File: src/rtl/ps2_key_event_fifo_if.sv
// Bus between the PS/2 byte source / event consumer and ps2_key_event_fifo.
// The master side drives received bytes and pops; the slave side returns the queued key events.
interface ps2_key_event_fifo_if #(
    parameter int unsigned DEPTH = 4
);
    localparam int unsigned CNT_W = $clog2(DEPTH) + 1;

    logic             flag;
    logic [7:0]       scancode;
    logic             rd_en;
    logic             ev_valid;
    logic [7:0]       ev_code;
    logic             ev_ext;
    logic             ev_break;
    logic [CNT_W-1:0] count;
    logic             overflow;
    logic             held;

    modport master (
        output flag, scancode, rd_en,
        input  ev_valid, ev_code, ev_ext, ev_break, count, overflow, held
    );

    modport slave (
        input  flag, scancode, rd_en,
        output ev_valid, ev_code, ev_ext, ev_break, count, overflow, held
    );
endinterface

File: src/rtl/ps2_key_event_fifo.sv
// Parses set-2 PS/2 bytes (E0/F0 prefixes) into make/break key events and queues them
// in a show-ahead FIFO, with optional suppression of typematic repeats of the held key.
module ps2_key_event_fifo #(
    parameter int unsigned DEPTH         = 4,
    parameter bit          FILTER_REPEAT = 1'b1
) (
    input logic                  clk,
    input logic                  reset,
    ps2_key_event_fifo_if.slave  bus
);
    localparam int unsigned PTR_W = $clog2(DEPTH);
    localparam int unsigned CNT_W = PTR_W + 1;

    localparam logic [1:0] ST_IDLE    = 2'd0;
    localparam logic [1:0] ST_EXT     = 2'd1;
    localparam logic [1:0] ST_BRK     = 2'd2;
    localparam logic [1:0] ST_EXT_BRK = 2'd3;

    typedef struct packed {
        logic       ext;
        logic       brk;
        logic [7:0] code;
    } ev_t;

    logic             r_flag_d;
    logic [1:0]       r_state;
    logic [1:0]       w_state_next;
    logic             w_accept;
    logic             w_emit;
    logic             w_housekeep;
    ev_t              w_ev;

    logic             r_held;
    logic             r_last_ext;
    logic [7:0]       r_last_code;
    logic             w_match;
    logic             w_filtered;
    logic             w_wr;
    logic             w_held_next;
    logic             w_last_ext_next;
    logic [7:0]       w_last_code_next;

    ev_t              r_mem [DEPTH];
    ev_t              w_mem_next [DEPTH];
    logic [PTR_W-1:0] r_wr_ptr;
    logic [PTR_W-1:0] r_rd_ptr;
    logic [PTR_W-1:0] w_wr_next;
    logic [PTR_W-1:0] w_rd_next;
    logic [CNT_W-1:0] r_count;
    logic [CNT_W-1:0] w_cnt_next;
    logic             w_full;
    logic             w_empty;
    logic             w_push;
    logic             w_pop;
    logic             w_overflow_next;
    ev_t              r_head;
    ev_t              w_head_next;
    logic             r_valid;

    assign w_accept    = bus.flag & ~r_flag_d;
    assign w_housekeep = (bus.scancode == 8'h00) || (bus.scancode == 8'hAA) ||
                         (bus.scancode == 8'hFA) || (bus.scancode == 8'hFE) ||
                         (bus.scancode == 8'hEE) || (bus.scancode == 8'hFF);

    // Prefix parser: decides state and whether the accepted byte completes an event
    always_comb begin
        w_state_next = r_state;
        w_emit       = 1'b0;
        w_ev.ext     = 1'b0;
        w_ev.brk     = 1'b0;
        w_ev.code    = bus.scancode;
        if (w_accept) begin
            case (r_state)
                ST_IDLE: begin
                    if (bus.scancode == 8'hE0)      w_state_next = ST_EXT;
                    else if (bus.scancode == 8'hF0) w_state_next = ST_BRK;
                    else if (!w_housekeep)          w_emit       = 1'b1;
                end
                ST_EXT: begin
                    if (bus.scancode == 8'hF0) begin
                        w_state_next = ST_EXT_BRK;
                    end else if (bus.scancode != 8'hE0) begin
                        w_emit       = 1'b1;
                        w_ev.ext     = 1'b1;
                        w_state_next = ST_IDLE;
                    end
                end
                ST_BRK: begin
                    w_state_next = ST_IDLE;
                    if (bus.scancode != 8'hE0 && bus.scancode != 8'hF0) begin
                        w_emit   = 1'b1;
                        w_ev.brk = 1'b1;
                    end
                end
                default: begin
                    w_state_next = ST_IDLE;
                    if (bus.scancode != 8'hE0 && bus.scancode != 8'hF0) begin
                        w_emit   = 1'b1;
                        w_ev.ext = 1'b1;
                        w_ev.brk = 1'b1;
                    end
                end
            endcase
        end
    end

    // Held-key tracker and repeat filter
    always_comb begin
        w_match          = (w_ev.ext == r_last_ext) && (w_ev.code == r_last_code);
        w_filtered       = FILTER_REPEAT && w_emit && !w_ev.brk && r_held && w_match;
        w_wr             = w_emit && !w_filtered;
        w_held_next      = r_held;
        w_last_ext_next  = r_last_ext;
        w_last_code_next = r_last_code;
        if (w_emit && !w_ev.brk) begin
            w_held_next      = 1'b1;
            w_last_ext_next  = w_ev.ext;
            w_last_code_next = w_ev.code;
        end else if (w_emit && w_ev.brk && w_match) begin
            w_held_next = 1'b0;
        end
    end

    // FIFO next state; a full FIFO still accepts a write when the same edge pops
    always_comb begin
        w_full          = (r_count == CNT_W'(DEPTH));
        w_empty         = (r_count == '0);
        w_pop           = bus.rd_en && !w_empty;
        w_push          = w_wr && (!w_full || w_pop);
        w_overflow_next = w_wr && w_full && !w_pop;
        w_mem_next      = r_mem;
        w_wr_next       = r_wr_ptr;
        w_rd_next       = r_rd_ptr;
        w_cnt_next      = r_count;
        if (w_push) begin
            w_mem_next[r_wr_ptr] = w_ev;
            w_wr_next            = PTR_W'(r_wr_ptr + PTR_W'(1));
        end
        if (w_pop) begin
            w_rd_next = PTR_W'(r_rd_ptr + PTR_W'(1));
        end
        if (w_push && !w_pop)      w_cnt_next = CNT_W'(r_count + CNT_W'(1));
        else if (w_pop && !w_push) w_cnt_next = CNT_W'(r_count - CNT_W'(1));
        w_head_next = (w_cnt_next != '0) ? w_mem_next[w_rd_next] : '0;
    end

    always_ff @(posedge clk or negedge reset) begin
        if (!reset) begin
            r_flag_d    <= 1'b0;
            r_state     <= ST_IDLE;
            r_held      <= 1'b0;
            r_last_ext  <= 1'b0;
            r_last_code <= '0;
            r_wr_ptr    <= '0;
            r_rd_ptr    <= '0;
            r_count     <= '0;
            r_valid     <= 1'b0;
            r_head      <= '0;
            bus.overflow <= 1'b0;
            for (int i = 0; i < int'(DEPTH); i++) r_mem[i] <= '0;
        end else begin
            r_flag_d    <= bus.flag;
            r_state     <= w_state_next;
            r_held      <= w_held_next;
            r_last_ext  <= w_last_ext_next;
            r_last_code <= w_last_code_next;
            r_wr_ptr    <= w_wr_next;
            r_rd_ptr    <= w_rd_next;
            r_count     <= w_cnt_next;
            r_valid     <= (w_cnt_next != '0);
            r_head      <= w_head_next;
            if (w_overflow_next) bus.overflow <= 1'b1;
            for (int i = 0; i < int'(DEPTH); i++) r_mem[i] <= w_mem_next[i];
        end
    end

    assign bus.ev_valid = r_valid;
    assign bus.ev_code  = r_head.code;
    assign bus.ev_ext   = r_head.ext;
    assign bus.ev_break = r_head.brk;
    assign bus.count    = r_count;
    assign bus.held     = r_held;
endmodule
File: src/flat_wrapper.sv
// flat-port wrapper written by rule: the top's interface ports become plain ports
module ps2_key_event_fifo_flat 
#(
    parameter int unsigned DEPTH         = 4,
    parameter bit          FILTER_REPEAT = 1'b1
)
  (clk, reset, bus_flag, bus_scancode, bus_rd_en, bus_ev_valid, bus_ev_code, bus_ev_ext, bus_ev_break, bus_count, bus_overflow, bus_held);
  ps2_key_event_fifo_if #(.DEPTH(DEPTH)) bus_i ();
  input logic clk;
  input logic reset;
  input wire logic [$bits(bus_i.flag)-1:0] bus_flag;
  input wire logic [$bits(bus_i.scancode)-1:0] bus_scancode;
  input wire logic [$bits(bus_i.rd_en)-1:0] bus_rd_en;
  output wire logic [$bits(bus_i.ev_valid)-1:0] bus_ev_valid;
  output wire logic [$bits(bus_i.ev_code)-1:0] bus_ev_code;
  output wire logic [$bits(bus_i.ev_ext)-1:0] bus_ev_ext;
  output wire logic [$bits(bus_i.ev_break)-1:0] bus_ev_break;
  output wire logic [$bits(bus_i.count)-1:0] bus_count;
  output wire logic [$bits(bus_i.overflow)-1:0] bus_overflow;
  output wire logic [$bits(bus_i.held)-1:0] bus_held;
  assign bus_i.flag = bus_flag;
  assign bus_i.scancode = bus_scancode;
  assign bus_i.rd_en = bus_rd_en;
  assign bus_ev_valid = bus_i.ev_valid;
  assign bus_ev_code = bus_i.ev_code;
  assign bus_ev_ext = bus_i.ev_ext;
  assign bus_ev_break = bus_i.ev_break;
  assign bus_count = bus_i.count;
  assign bus_overflow = bus_i.overflow;
  assign bus_held = bus_i.held;
  ps2_key_event_fifo #(.DEPTH(DEPTH), .FILTER_REPEAT(FILTER_REPEAT)) u_core (.clk(clk), .reset(reset), .bus(bus_i));
endmodule
File: config.mk
export PLATFORM = sky130hd
export DESIGN_NAME = ps2_key_event_fifo_flat
export DESIGN_NICKNAME = d
export VERILOG_FILES = /design/src/rtl/ps2_key_event_fifo_if.sv /design/src/rtl/ps2_key_event_fifo.sv /design/src/flat_wrapper.sv
export SDC_FILE = /design/constraint.sdc
export NUM_CORES = 1
export LEC_CHECK = 0
export ABC_AREA = 1
export ABC_CLOCK_PERIOD_IN_PS = 2200
export BUFFER_PORTS_ARGS = -buffer_cell sky130_fd_sc_hd__buf_2
export CAP_MARGIN = 20
export CORE_UTILIZATION = 61
export DETAILED_ROUTE_END_ITERATION = 16
export GPL_TIMING_DRIVEN = 0
export HOLD_SLACK_MARGIN = 0.15
export MAX_ROUTING_LAYER = met4
export PLACE_DENSITY = 0.8
export SYNTH_ARGS = -nofsm -noshare
export SYNTH_HDL_FRONTEND = slang
export SYNTH_SLANG_ARGS = --single-unit
File: constraint.sdc
create_clock -name clk -period 2.2 [get_ports clk]
set_input_delay 0.33 -clock clk [delete_from_list [all_inputs] [get_ports clk]]
set_output_delay 0.33 -clock clk [all_outputs]
set_load 0.1 [all_outputs]
==> After elaboration in Yosys (flattened, before gate mapping) <==
Cells that the tools add are included.
{ "op_classes": {"eq_ne": 16, "magnitude_cmp": 3, "bitwise_logic": 4, "shift": 0, "div_mod_pow": 0, "add_sub_neg": 4, "n_mux": 30, "n_reduce_logical": 35, "mul": 0} }
{ "ops": {"columns": ["operator", "count"], "rows": [
  ["== test 8 bit (second input constant)", 7],
  ["bitwise mux 40 bit", 1],
  ["two-way mux 10 bit", 4],
  ["two-way mux 40 bit", 1],
  ["binary-select mux 10 bit (select 2 bit)", 1],
  ["demux 10 bit (select 2 bit)", 1],
  ["inequality test 8 bit (second input constant)", 2],
  ["logical AND 1 bit", 15],
  ["two-way mux 2 bit", 7],
  ["two-way mux 1 bit", 9],
  ["== test 8 bit", 1],
  ["logical NOT 8 bit", 1],
  [">= comparator 3 bit (second input constant)", 2],
  ["logical NOT 1 bit", 6],
  ["logical OR 1 bit", 6],
  ["two-way mux 3 bit", 2],
  ["inequality test 3 x 1 -> 1 bit (second input constant)", 2],
  ["NOT 2 -> 3 bit", 2],
  ["one-hot mux 1 bit (2 select lines)", 3],
  ["adder 2 x 1 -> 2 bit (second input constant)", 2],
  ["one-hot mux 2 bit (2 select lines)", 1],
  ["OR reduction 2 bit", 2],
  ["adder 3 x 1 -> 3 bit (second input constant)", 1],
  ["== test 3 bit (second input constant)", 1],
  ["other kinds (12)", 12]
]} }
{ "totals": {"latchBits": 0, "ramBits": 0, "elab_cells": 117, "inputBits": 12, "rom_bits": 0, "reg_bits": 72, "output_inout_bits": 16, "memories": 0} }

==> Longest topological paths before layout <==
{ "depth": {"word_depth": 23, "ltp_mapped": 18, "depth_no_buf": 17} }

==> Worst setup path after synthesis <==
No wires, ideal clock.
{ "synth_path": {"path_kind": "flip-flop to flip-flop", "start": "register u_core.r_count[0] (netlist: u_core.bus.count[0])", "end": "register u_core.r_head (netlist bit u_core.bus.ev_break)", "n_path_buf": 1, "required_time_ps": 2089, "synth_period_minus_slack_ps": 2754, "path_stages_with_launch": 13, "arrival_time_ps": 2643, "setup_time_ps": 111, "slack_ps": -554, "path_cell_list": "dfrtp_1 > inv_1 > ha_1 > a21oi_1 > or2_2 > nand2_1 > inv_1 > clkbuf_1 > nand3_1 > nand3_1 > nand2_1 > nand2_2 > inv_2"} }
{ "synth_lines": {"columns": ["element", "line", "text"], "rows": [
  ["from (decl)", "ps2_key_event_fifo.sv:49", "logic [CNT_W-1:0] r_count;"],
  ["from (signal assigned)", "ps2_key_event_fifo.sv:169", "r_count <= w_cnt_next;"],
  ["to (signal assigned)", "ps2_key_event_fifo.sv:171", "r_head <= w_head_next;"],
  ["to (decl)", "ps2_key_event_fifo.sv:56", "ev_t r_head;"]
]} }

==> impl_metrics.py <==
metrics = {
    "power_and_ir_drop": {
        "p_per_area_nw_per_um2": 1760,
        "peakVddDrop_uv": 1380,
        "power_mw": 8.46,
        "p_leak_nw": 2.61,
    },
    "critical_path": {
        "crit_type": "flop to flop",
        "startpoint": "u_core.r_flag_d$_DFF_PN0_",
        "cp_cell_sequence": "or2_4 > nor2_4 > nand3_1 > nand2_4 > nand3_4 > nand4_1 > buf_4 > clkbuf_4 > nand2_1 > nand3_1 > nand3_1 > nand2_1 > nand2_2 > inv_2",
        "worst_r2r_path_depth": 14,
        "path_buf_inv": 3,
        "critPathMaxFanout": 10,
        "crit_required_ps": 2500,
        "cp.arrival_ps": 2410,
        "rr_startpoint": "u_core.r_flag_d$_DFF_PN0_",
        "startpoint_type": "flop",
        "critPathSlowestCell": "dfrtp_1",
        "cp.depth": 14,
        "cp_common_cell": "nand3_1",
        "end_kind": "flop",
        "crit_family": "simple AND/OR/NAND/NOR gates",
        "cp_slowest_stage_delay_ps": 370,
    },
    "placed_design": {
        "hpwl_mm": 7.24,
        "port_buffers": 27,
        "gp_congestion": 0.880,
        "place_ws_ps": -375,
    },
    "cts": {
        "clk_pin_slew_ps": 80,
        "cts_buffers": 9,
        "cts_tree": "built",
        "clkSinkCount": 72,
        "root_buffer": "clkbuf_8",
        "clockBufferDepth": 2,
        "clk_latency_ps": 360,
        "htree_num_levels": 3,
    },
    "worst_hold_path": {
        "hold_path_class": "input pin to flop",
        "holdCritStartpoint": "bus_scancode[4]",
        "whs_path_depth": 3,
    },
    "run": {
        "maxCapViolCount": 0,
    },
    "layout": {
        "multi_input_area_um2": 2080,
        "syn_to_final_growth_pct": 19.1,
        "fill_cells": 465,
        "antenna_cells": 0,
        "nNetsFinal": 640,
        "register_area_um2": 1810,
        "post_route_cells_drive_above_1_share_pct": 21.1,
    },
    "timing": {
        "rsz0062_at_grt": "true",
        "hold_viol_final": 0,
        "tightest_slew_ps": 509,
        "min_period_ps": 2110,
        "max-slew-margin-rel_pct": 66.1,
        "drv_slew": 0,
        "post-route-period-util_pct": 95.8,
        "finalSetupViolCount": 0,
        "timing.fmax_ghz": 0.475,
        "setup_ws_ps": 92.6,
        "setup_tns_ps": 0,
        "fin_skew_ps": 7.42,
    },
    "detailed_routing": {
        "via_per_inst": 5.79,
        "initialDrtViolationCount": 351,
        "vias": 4072,
        "wire_per_inst_um": 16.0,
        "post-route-drc-count": 0,
        "drtAntennaViolNets": 0,
        "wirelength_mm": 11.3,
        "drt_first_pass_iters": 5,
    },
    "yosys": {
        "synth-adder-area-share_pct": 2.17,
        "netlist_top_cells_area": "dfrtp_1 (45%), nand2_1 (18%), nand3_1 (8.8%)",
        "synth_top_area_share_pct": 44.5,
        "synth_top_area_cell": "dfrtp_1",
        "synth_compound_area_share_pct": 7.73,
        "synth-main-ff-cell": "dfrtp_1",
        "yosys_warnings": 0,
        "synth_top_family_by_area": "simple AND/OR/NAND/NOR gates",
        "seq_area_frac_synth_pct": 44.5,
        "synth-edff-count": 0,
        "synth_xor_area_share_pct": 1.30,
        "synthTopCellsByCount": "nand2_1 (190), dfrtp_1 (72), nand3_1 (71), nor2_1 (63), a21oi_1 (47)",
        "synth_nets": 588,
        "synth_mux_area_share_pct": 0,
        "syn-cell-area_um2": 4050,
        "yosysMostFrequentCell": "nand2_1",
        "synthCells": 569,
        "post_synth.cell_area_avg_um2": 7.11,
        "yosys.area_share.simple_pct": 37.1,
        "synth-seq-cells": 72,
        "async_reset_ff_share_pct": 100,
        "yosysUniqueCellTypes": 26,
    },
    "global_routing": {
        "grt_use_total_pct": 34.2,
        "grt_max_degree": 38,
        "grt_pass1_wl_mm": 17.7,
        "grt_pass1_vias": 3686,
        "antenna_found_initial": 0,
        "overflow": 0,
    },
    "floorplan": {
        "die-height_um": 83.4,
        "rows": 29,
        "coreArea_um2": 6390,
        "die_area_um2": 6960,
        "die_w_um": 83.4,
        "io_pins": 28,
        "start_util_pct": 63.3,
    },
    "run_status": {
        "outcome": "completed",
    },
}
==> state kept, by name, summed over array words and instances (netlist names) <==
name                 flops
u_core.bus.ev_valid      1
u_core.r_wr_ptr          2
u_core.r_rd_ptr          2
u_core.bus.ev_code       8
u_core.r_state           2
u_core.r_last_code       8
u_core.bus.overflow      1
u_core.r_flag_d          1
u_core.bus.ev_break      1
u_core.r_last_ext        1
u_core.bus.ev_ext        1
u_core.bus.held          1
u_core.bus.count         3
u_core.r_mem            40
==> cells in the final DEF (no fill, tap or decap), drive strengths merged, types with 2 or more instances in the layout <==
cell type    synthesis  routed
nand2              206     206
clkbuf              15      31
or2                  2       2
nor2                68      68
ha                   7       7
a21oi               47      47
clkinv               0       2
nand3               73      73
xor2                 5       5
dlygate4sd3          0       2
dfrtp               72      72
inv                 48      48
o21ai               12      12
buf                  9      45
==> power by group <==
| group | switching (mW) | internal [mW] |
|---|---|---|
| Combinational | 3.50 | 1.62 |
| Clock | 0.499 | 0.583 |
| Sequential | 0.335 | 1.93 |
| Total | 4.33 | 4.13 |
==> layer usage <==
metal,vias up,global-route usage (%),wire (um)
li1,1906,-,-
met1,1931,42.4,4590
met2,182,53.9,5490
met3,53,4.08,630
met4,0,21.0,553
met5,-,-,0
==> metrics by stage <==
stage	hold slack (ps)	instance area (um^2)	std cells	util (%)
after floorplan	34.4	4060	569	-
after global placement	452	4290	673	67.2
after detailed placement	319	4310	674	67.6
after CTS	373	4680	698	73.3
after global routing	394	4820	703	75.4
final	389	4820	703	75.4
==> worst reg2reg max path, delay by kind of cell (launching register included) <==
kind / cells / cell delay, ps
AND/OR/NAND/NOR: 11 / 1250
buffers and inverters: 3 / 440
flip-flops: 1 / 370
==> final cells by class <==
type                            count  share of cell area [%]
Tap cell                           77                    2.00
Timing Repair Buffer               41                    5.90
Clock buffer                       13                    3.30
Multi-Input combinational cell    425                    43.2
Clock inverter                      3                   0.831
Buffer                             24                    3.45
Sequential cell                    72                    37.6
Inverter                           48                    3.74
==> kinds of logic after synthesis <==
kind of cell,count (synthesis)
adder cells (fa/ha/maj),7
XOR/XNOR,6
AND/OR/NAND/NOR,351
AO/OA/AOI/OAI,61
buffers and inverters,72
flip-flops,72
==> repair_timing <==
item                                    in CTS  in global routing
setup buffers                                5                  5
endpoints found under the setup margin      11                 21
resized for setup                           21                 38
gates cloned                                 1                  0
hold buffers                                 2                  0
pin swaps                                    7                 13
hold endpoints to repair                    36                  0
==> path summary, 6_finish.rpt <==
path | to | slack (ps)
hold / removal | u_core.r_last_code[4]$_DFFE_PN0P_ | 390
max in group asynchronous | u_core.r_mem[10]$_DFF_PN0_ | 1160
setup reg to reg | u_core.bus.ev_code[0]$_DFF_PN0_ | 90
hold reg to reg | u_core.bus.overflow$_DFFE_PN0P_ | 480
setup / recovery | u_core.bus.ev_code[0]$_DFF_PN0_ | 90
min in group asynchronous | u_core.r_state[0]$_DFFE_PN0P_ | 470
(Power assumes the default switching activity.)
